==> config.mk <==
export PLATFORM = sky130hd
export DESIGN_NAME = axi_divider_arbiter
export DESIGN_NICKNAME = d
export VERILOG_FILES = /design/src/rtl/axi_divider_arbiter.sv
export SDC_FILE = /design/constraint.sdc
export NUM_CORES = 1
export LEC_CHECK = 0
export CAP_MARGIN = 40
export CORE_AREA = 3 3 123 125
export CTS_CLUSTER_SIZE = 20
export DETAILED_ROUTE_END_ITERATION = 10
export DIE_AREA = 0 0 126 128
export GPL_TIMING_DRIVEN = 0
export HOLD_SLACK_MARGIN = 0.05
export PLACE_DENSITY = 0.85
export SETUP_SLACK_MARGIN = 0.1
export SYNTH_ARGS = -nofsm -noshare
export SYNTH_HDL_FRONTEND = slang
export SYNTH_SLANG_ARGS = --single-unit
==> constraint.sdc <==
create_clock -name clk -period 3.9 [get_ports clk]
set_clock_uncertainty 0.2 [all_clocks]
set_input_delay 1.17 -clock clk [delete_from_list [all_inputs] [get_ports clk]]
set_output_delay 1.17 -clock clk [all_outputs]
set_load 0.01 [all_outputs]
==> src/rtl/axi_divider_arbiter.sv <==
// axi_divider_arbiter
// Two requesters share one pipelined AXI-stream divider. Issue slots are
// granted round-robin, optionally held for a whole packet. A tag FIFO
// remembers the owner of each in-flight operation so that results can be
// steered back in issue order.
module axi_divider_arbiter #(
  parameter int W        = 24,
  parameter int DEPTH    = 32,
  parameter bit PKT_LOCK = 1'b1
) (
  input  logic                       clk,
  input  logic                       aresetn,
  input  logic [W-1:0]               s0_dividend_tdata,
  input  logic [W-1:0]               s0_divisor_tdata,
  input  logic                       s0_tlast,
  input  logic                       s0_tvalid,
  output logic                       s0_tready,
  input  logic [W-1:0]               s1_dividend_tdata,
  input  logic [W-1:0]               s1_divisor_tdata,
  input  logic                       s1_tlast,
  input  logic                       s1_tvalid,
  output logic                       s1_tready,
  output logic [W-1:0]               div_dividend_tdata,
  output logic [W-1:0]               div_divisor_tdata,
  output logic                       div_tlast,
  output logic                       div_tvalid,
  input  logic                       div_tready,
  input  logic [2*W-1:0]             div_dout_tdata,
  input  logic                       div_dout_tlast,
  input  logic                       div_dout_tvalid,
  output logic                       div_dout_tready,
  output logic [2*W-1:0]             m0_tdata,
  output logic                       m0_tlast,
  output logic                       m0_tvalid,
  input  logic                       m0_tready,
  output logic [2*W-1:0]             m1_tdata,
  output logic                       m1_tlast,
  output logic                       m1_tvalid,
  input  logic                       m1_tready,
  output logic [$clog2(DEPTH):0]     inflight,
  output logic                       err
);

  localparam int AW = $clog2(DEPTH);
  localparam logic [AW:0] FULL_CNT = (AW+1)'(DEPTH);

  logic [AW-1:0] wr_ptr_r;
  logic [AW-1:0] rd_ptr_r;
  logic [AW:0]   count_r;
  logic          tag_mem_r [DEPTH];
  logic          last_r;
  logic          lock_r;
  logic          lock_id_r;
  logic          err_r;

  logic          full_s;
  logic          empty_s;
  logic          gnt_valid_s;
  logic          gnt_id_s;
  logic          sel_valid_s;
  logic          sel_last_s;
  logic          push_s;
  logic          pop_s;
  logic          head_s;
  logic          head_ready_s;

  assign full_s  = (count_r == FULL_CNT);
  assign empty_s = (count_r == {(AW+1){1'b0}});

  // Grant selection: packet lock wins, otherwise alternate under contention.
  always_comb begin
    gnt_valid_s = 1'b0;
    gnt_id_s    = 1'b0;
    if (lock_r) begin
      gnt_valid_s = 1'b1;
      gnt_id_s    = lock_id_r;
    end else if (s0_tvalid && s1_tvalid) begin
      gnt_valid_s = 1'b1;
      gnt_id_s    = ~last_r;
    end else if (s0_tvalid) begin
      gnt_valid_s = 1'b1;
      gnt_id_s    = 1'b0;
    end else if (s1_tvalid) begin
      gnt_valid_s = 1'b1;
      gnt_id_s    = 1'b1;
    end else begin
      gnt_valid_s = 1'b0;
      gnt_id_s    = 1'b0;
    end
  end

  // Issue path: steer the granted requester onto the divider inputs.
  always_comb begin
    div_dividend_tdata = s0_dividend_tdata;
    div_divisor_tdata  = s0_divisor_tdata;
    sel_last_s         = s0_tlast;
    sel_valid_s        = s0_tvalid;
    if (gnt_id_s) begin
      div_dividend_tdata = s1_dividend_tdata;
      div_divisor_tdata  = s1_divisor_tdata;
      sel_last_s         = s1_tlast;
      sel_valid_s        = s1_tvalid;
    end else begin
      div_dividend_tdata = s0_dividend_tdata;
      div_divisor_tdata  = s0_divisor_tdata;
      sel_last_s         = s0_tlast;
      sel_valid_s        = s0_tvalid;
    end
  end

  // Full is taken from registered occupancy, so a same-cycle pop never frees a slot
  // and m_k_tready has no path into s_k_tready.
  assign div_tlast  = sel_last_s;
  assign div_tvalid = gnt_valid_s & sel_valid_s & ~full_s;
  assign s0_tready  = gnt_valid_s & ~gnt_id_s & div_tready & ~full_s;
  assign s1_tready  = gnt_valid_s &  gnt_id_s & div_tready & ~full_s;
  assign push_s     = div_tvalid & div_tready;

  // Return path: the FIFO head decides which requester sees the result.
  assign head_s          = tag_mem_r[rd_ptr_r];
  assign head_ready_s    = head_s ? m1_tready : m0_tready;
  assign div_dout_tready = ~empty_s & head_ready_s;
  assign m0_tvalid       = div_dout_tvalid & ~empty_s & ~head_s;
  assign m1_tvalid       = div_dout_tvalid & ~empty_s &  head_s;
  assign m0_tdata        = div_dout_tdata;
  assign m1_tdata        = div_dout_tdata;
  assign m0_tlast        = div_dout_tlast;
  assign m1_tlast        = div_dout_tlast;
  assign pop_s           = div_dout_tvalid & div_dout_tready;

  assign inflight = count_r;
  assign err      = err_r;

  // Tag FIFO pointers and occupancy.
  always_ff @(posedge clk or negedge aresetn) begin
    if (!aresetn) begin
      wr_ptr_r <= {AW{1'b0}};
      rd_ptr_r <= {AW{1'b0}};
      count_r  <= {(AW+1){1'b0}};
    end else begin
      if (push_s) wr_ptr_r <= wr_ptr_r + AW'(1);
      if (pop_s)  rd_ptr_r <= rd_ptr_r + AW'(1);
      case ({push_s, pop_s})
        2'b10:   count_r <= count_r + (AW+1)'(1);
        2'b01:   count_r <= count_r - (AW+1)'(1);
        default: count_r <= count_r;
      endcase
    end
  end

  // Tag FIFO storage: owner id of every issued operation.
  always_ff @(posedge clk or negedge aresetn) begin
    if (!aresetn) begin
      for (int i = 0; i < DEPTH; i++) tag_mem_r[i] <= 1'b0;
    end else if (push_s) begin
      tag_mem_r[wr_ptr_r] <= gnt_id_s;
    end
  end

  // Arbitration history and packet lock, updated on each issue handshake.
  always_ff @(posedge clk or negedge aresetn) begin
    if (!aresetn) begin
      last_r    <= 1'b1;
      lock_r    <= 1'b0;
      lock_id_r <= 1'b0;
    end else if (push_s) begin
      last_r <= gnt_id_s;
      if (sel_last_s) begin
        lock_r <= 1'b0;
      end else if (PKT_LOCK) begin
        lock_r    <= 1'b1;
        lock_id_r <= gnt_id_s;
      end
    end
  end

  // Sticky error: a divider result showed up with nothing outstanding.
  always_ff @(posedge clk or negedge aresetn) begin
    if (!aresetn) begin
      err_r <= 1'b0;
    end else if (div_dout_tvalid && empty_s) begin
      err_r <= 1'b1;
    end
  end

endmodule

==> flow_summary.toml <==
[cells_and_area]
drive_gt1_share_pct = 28.9
design_area_um2 = 7630
final_util_pct = 54.6
num-nets-final = 999
fillers = 1260
instances_no_fill = 1015
area_delta_synth_final_pct = 81.4

[timing]
drv_slew = 0
period_minus_slack_ns = 3.83
hold_violations = 0
rsz0062_at_grt = "yes"
whs_ns = 0.271
worst_slack_ns = 0.0689
setup_viol = 0
post-route-period-util_pct = 98.2
worst_slew_pin_slew_ns = 0.881
setup_tns_ns = 0
slew_headroom_pct = 41.1
fmax_ghz = 0.261

[routing]
dr.first_iter.drc_count = 192
post-route-drc-count = 0
drtPass1Iterations = 5
antenna_left = 0
wl_per_cell_um = 16.6
vias_per_cell = 4.64
routed_wl_mm = 16.9
vias = 4706

[placed_design]
numPortBuffers = 265
pre_cts_slack_ns = -1.49
place_area_um2 = 7100
hpwl_mm = 13.4
gp_congestion = 0.856
dpl.cell_count = 980

[synthesis]
synth.distinct_cells = 48
synth_edf_count = 0
synth_top_flop_cell = "dfrtp_1"
synth_common_cells = "nand2_1, buf_4, dfrtp_1, o21ai_0, clkbuf_1"
synth_seq_cells = 52
synth_top_area_share_pct = 30.3
yosys.area.top_type = "dfrtp_1"
syn_area_um2 = 4210
yosysMostFrequentCell = "nand2_1"
synthesis.nets = 700
avgSynthCellArea_um2 = 7.88
ys_seq_area_share_pct = 31.0
ys_top_cells_by_area = "dfrtp_1, buf_4, nand2_1"
ys_warn_count = 0
syn_inst = 534
synthArstFlopShare_pct = 100

[min_path]
hp-class = "reg -> reg"

[pwr]
p_comb_share_pct = 71.0
vdd_drop_max_v = 0.000268
p_clk_share_pct = 9.4
leakagePower_nw = 3.63
p_sw_mw = 2.03
netSwitchingFraction_pct = 42.9
p_total_mw = 4.73
p_seq_share_pct = 19.6
internal_power_mw = 2.70
power_density_nw_per_um2 = 620

[cts]
cts.clk_slew.worst_paths_ns = 0.06
numCtsBuffers = 5
cts_sinks = 52
cts-root-buf = "clkbuf_16"
cts_tree = "yes"
htree_levels = 2
cts.path.max_buffers = 2
clk_latency_ns = 0.29

[floorplan]
die-width_um = 126
row_count = 43
fp.dieH_um = 128
dieArea_um2 = 16100
initial_core_util_pct = 30.1
coreArea_um2 = 14000
pin_count = 315

[global_route]
overflow = 0
track_usage_pct = 19.5
grt_pass1_vias = 4678
grt_max_degree = 37
grt_pass1_wl_mm = 24.9
antenna_found_initial = 1

[critical_path]
crit_path_end_kind = "output pin"
path_max_fanout = 6
worstPathArrival_ns = 2.46
startpoint_type = "flop"
crit_type = "reg -> out"
required_ns = 2.53

[status]
status = "finished clean"

[flow_run]
cap_violations = 0
final timing paths:
kind,from,end,cells after the start,slack (ns)
setup / recovery,rd_ptr_r[1]$_DFFE_PN0P_,div_dout_tready,11,0.07
hold / removal,err$_DFFE_PN0P_,err$_DFFE_PN0P_,1,0.27
setup reg to reg,rd_ptr_r[1]$_DFFE_PN0P_,inflight[5]$_DFFE_PN0P_,18,0.17
hold reg to reg,err$_DFFE_PN0P_,err$_DFFE_PN0P_,1,0.27
max in group asynchronous,aresetn,last_r$_DFFE_PN1P_,2,2.30
min in group asynchronous,aresetn,rd_ptr_r[2]$_DFFE_PN0P_,1,0.61
per-layer routing:
layer,wire [um],GRT usage [%]
met1,6040,21.4
met2,9100,36.2
met3,1250,5.50
met4,491,6.25
met5,0,0
critical path, stage by stage (launching register included):
cell      delay [ns]
dfrtp_1         0.36
buf_6           0.16
buf_12          0.12
mux2i_1         0.27
and3_1          0.23
o22ai_2         0.11
a311oi_4        0.24
buf_6           0.15
buf_6           0.11
mux2i_1         0.19
nor2_1          0.07
buf_2           0.15
layout by cell type, fill, tap and decap left out, types with 7 or more instances in the layout:
master | synthesis | layout
xor2_1 | 7 | 7
a31oi_1 | 10 | 8
a21oi_1 | 8 | 7
clkdlybuf4s50_1 | 0 | 208
nand3_1 | 8 | 8
buf_2 | 1 | 41
nor2_1 | 10 | 9
dfrtp_1 | 51 | 51
buf_6 | 2 | 13
nand2_1 | 163 | 153
clkbuf_16 | 0 | 9
clkbuf_8 | 0 | 8
clkbuf_1 | 24 | 11
o31ai_1 | 21 | 21
mux2i_1 | 22 | 17
buf_4 | 100 | 119
ha_1 | 10 | 9
o21ai_0 | 26 | 26
sequential cells by signal, indices dropped and copies added, names as in the netlist:
name       count
tag_mem_r     32
inflight       6
rd_ptr_r       5
wr_ptr_r       5
err            1
last_r         1
lock_id_r      1
lock_r         1
cell families after synthesis:
logic type	after synthesis	synth area share [%]
AO/OA/AOI/OAI	84	13.2
XOR/XNOR	13	2.71
adder cells (fa/ha/maj)	11	3.45
buffers and inverters	135	21.6
flip-flops	52	31.0
multiplexers	29	7.11
AND/OR/NAND/NOR	210	20.9
power groups by stage:
stage	registers (mW)	clock network (mW)	logic, mW
after CTS	0.909	0.454	3.19
after global placement	0.905	0	2.85
after detailed placement	0.914	0	2.88
after global routing	0.952	0.472	3.66
final	0.926	0.446	3.36
after floorplan	0.891	0	1.63
what timing repair did:
action | in CTS | in global routing
hold buffers | 0 | 0
cloned | 0 | 1
resized for setup | 275 | 23
endpoints found under the setup margin | 58 | 27
pin swaps | 8 | 9
setup buffers | 20 | 8
area by class of cell:
class                           instances  area, um^2  area share, %
Sequential cell                        52        1300           17.1
Buffer                                128        1040           13.6
Timing Repair Buffer                  293        2750           36.0
Clock buffer                            6         139           1.82
Multi-Input combinational cell        347        2140           28.1
Clock inverter                          2        10.0          0.131
Antenna cell                            1        2.50         0.0328
Tap cell                              180         225           2.95
Inverter                                6        22.5          0.295
Power figures use the tool's default switching activity.
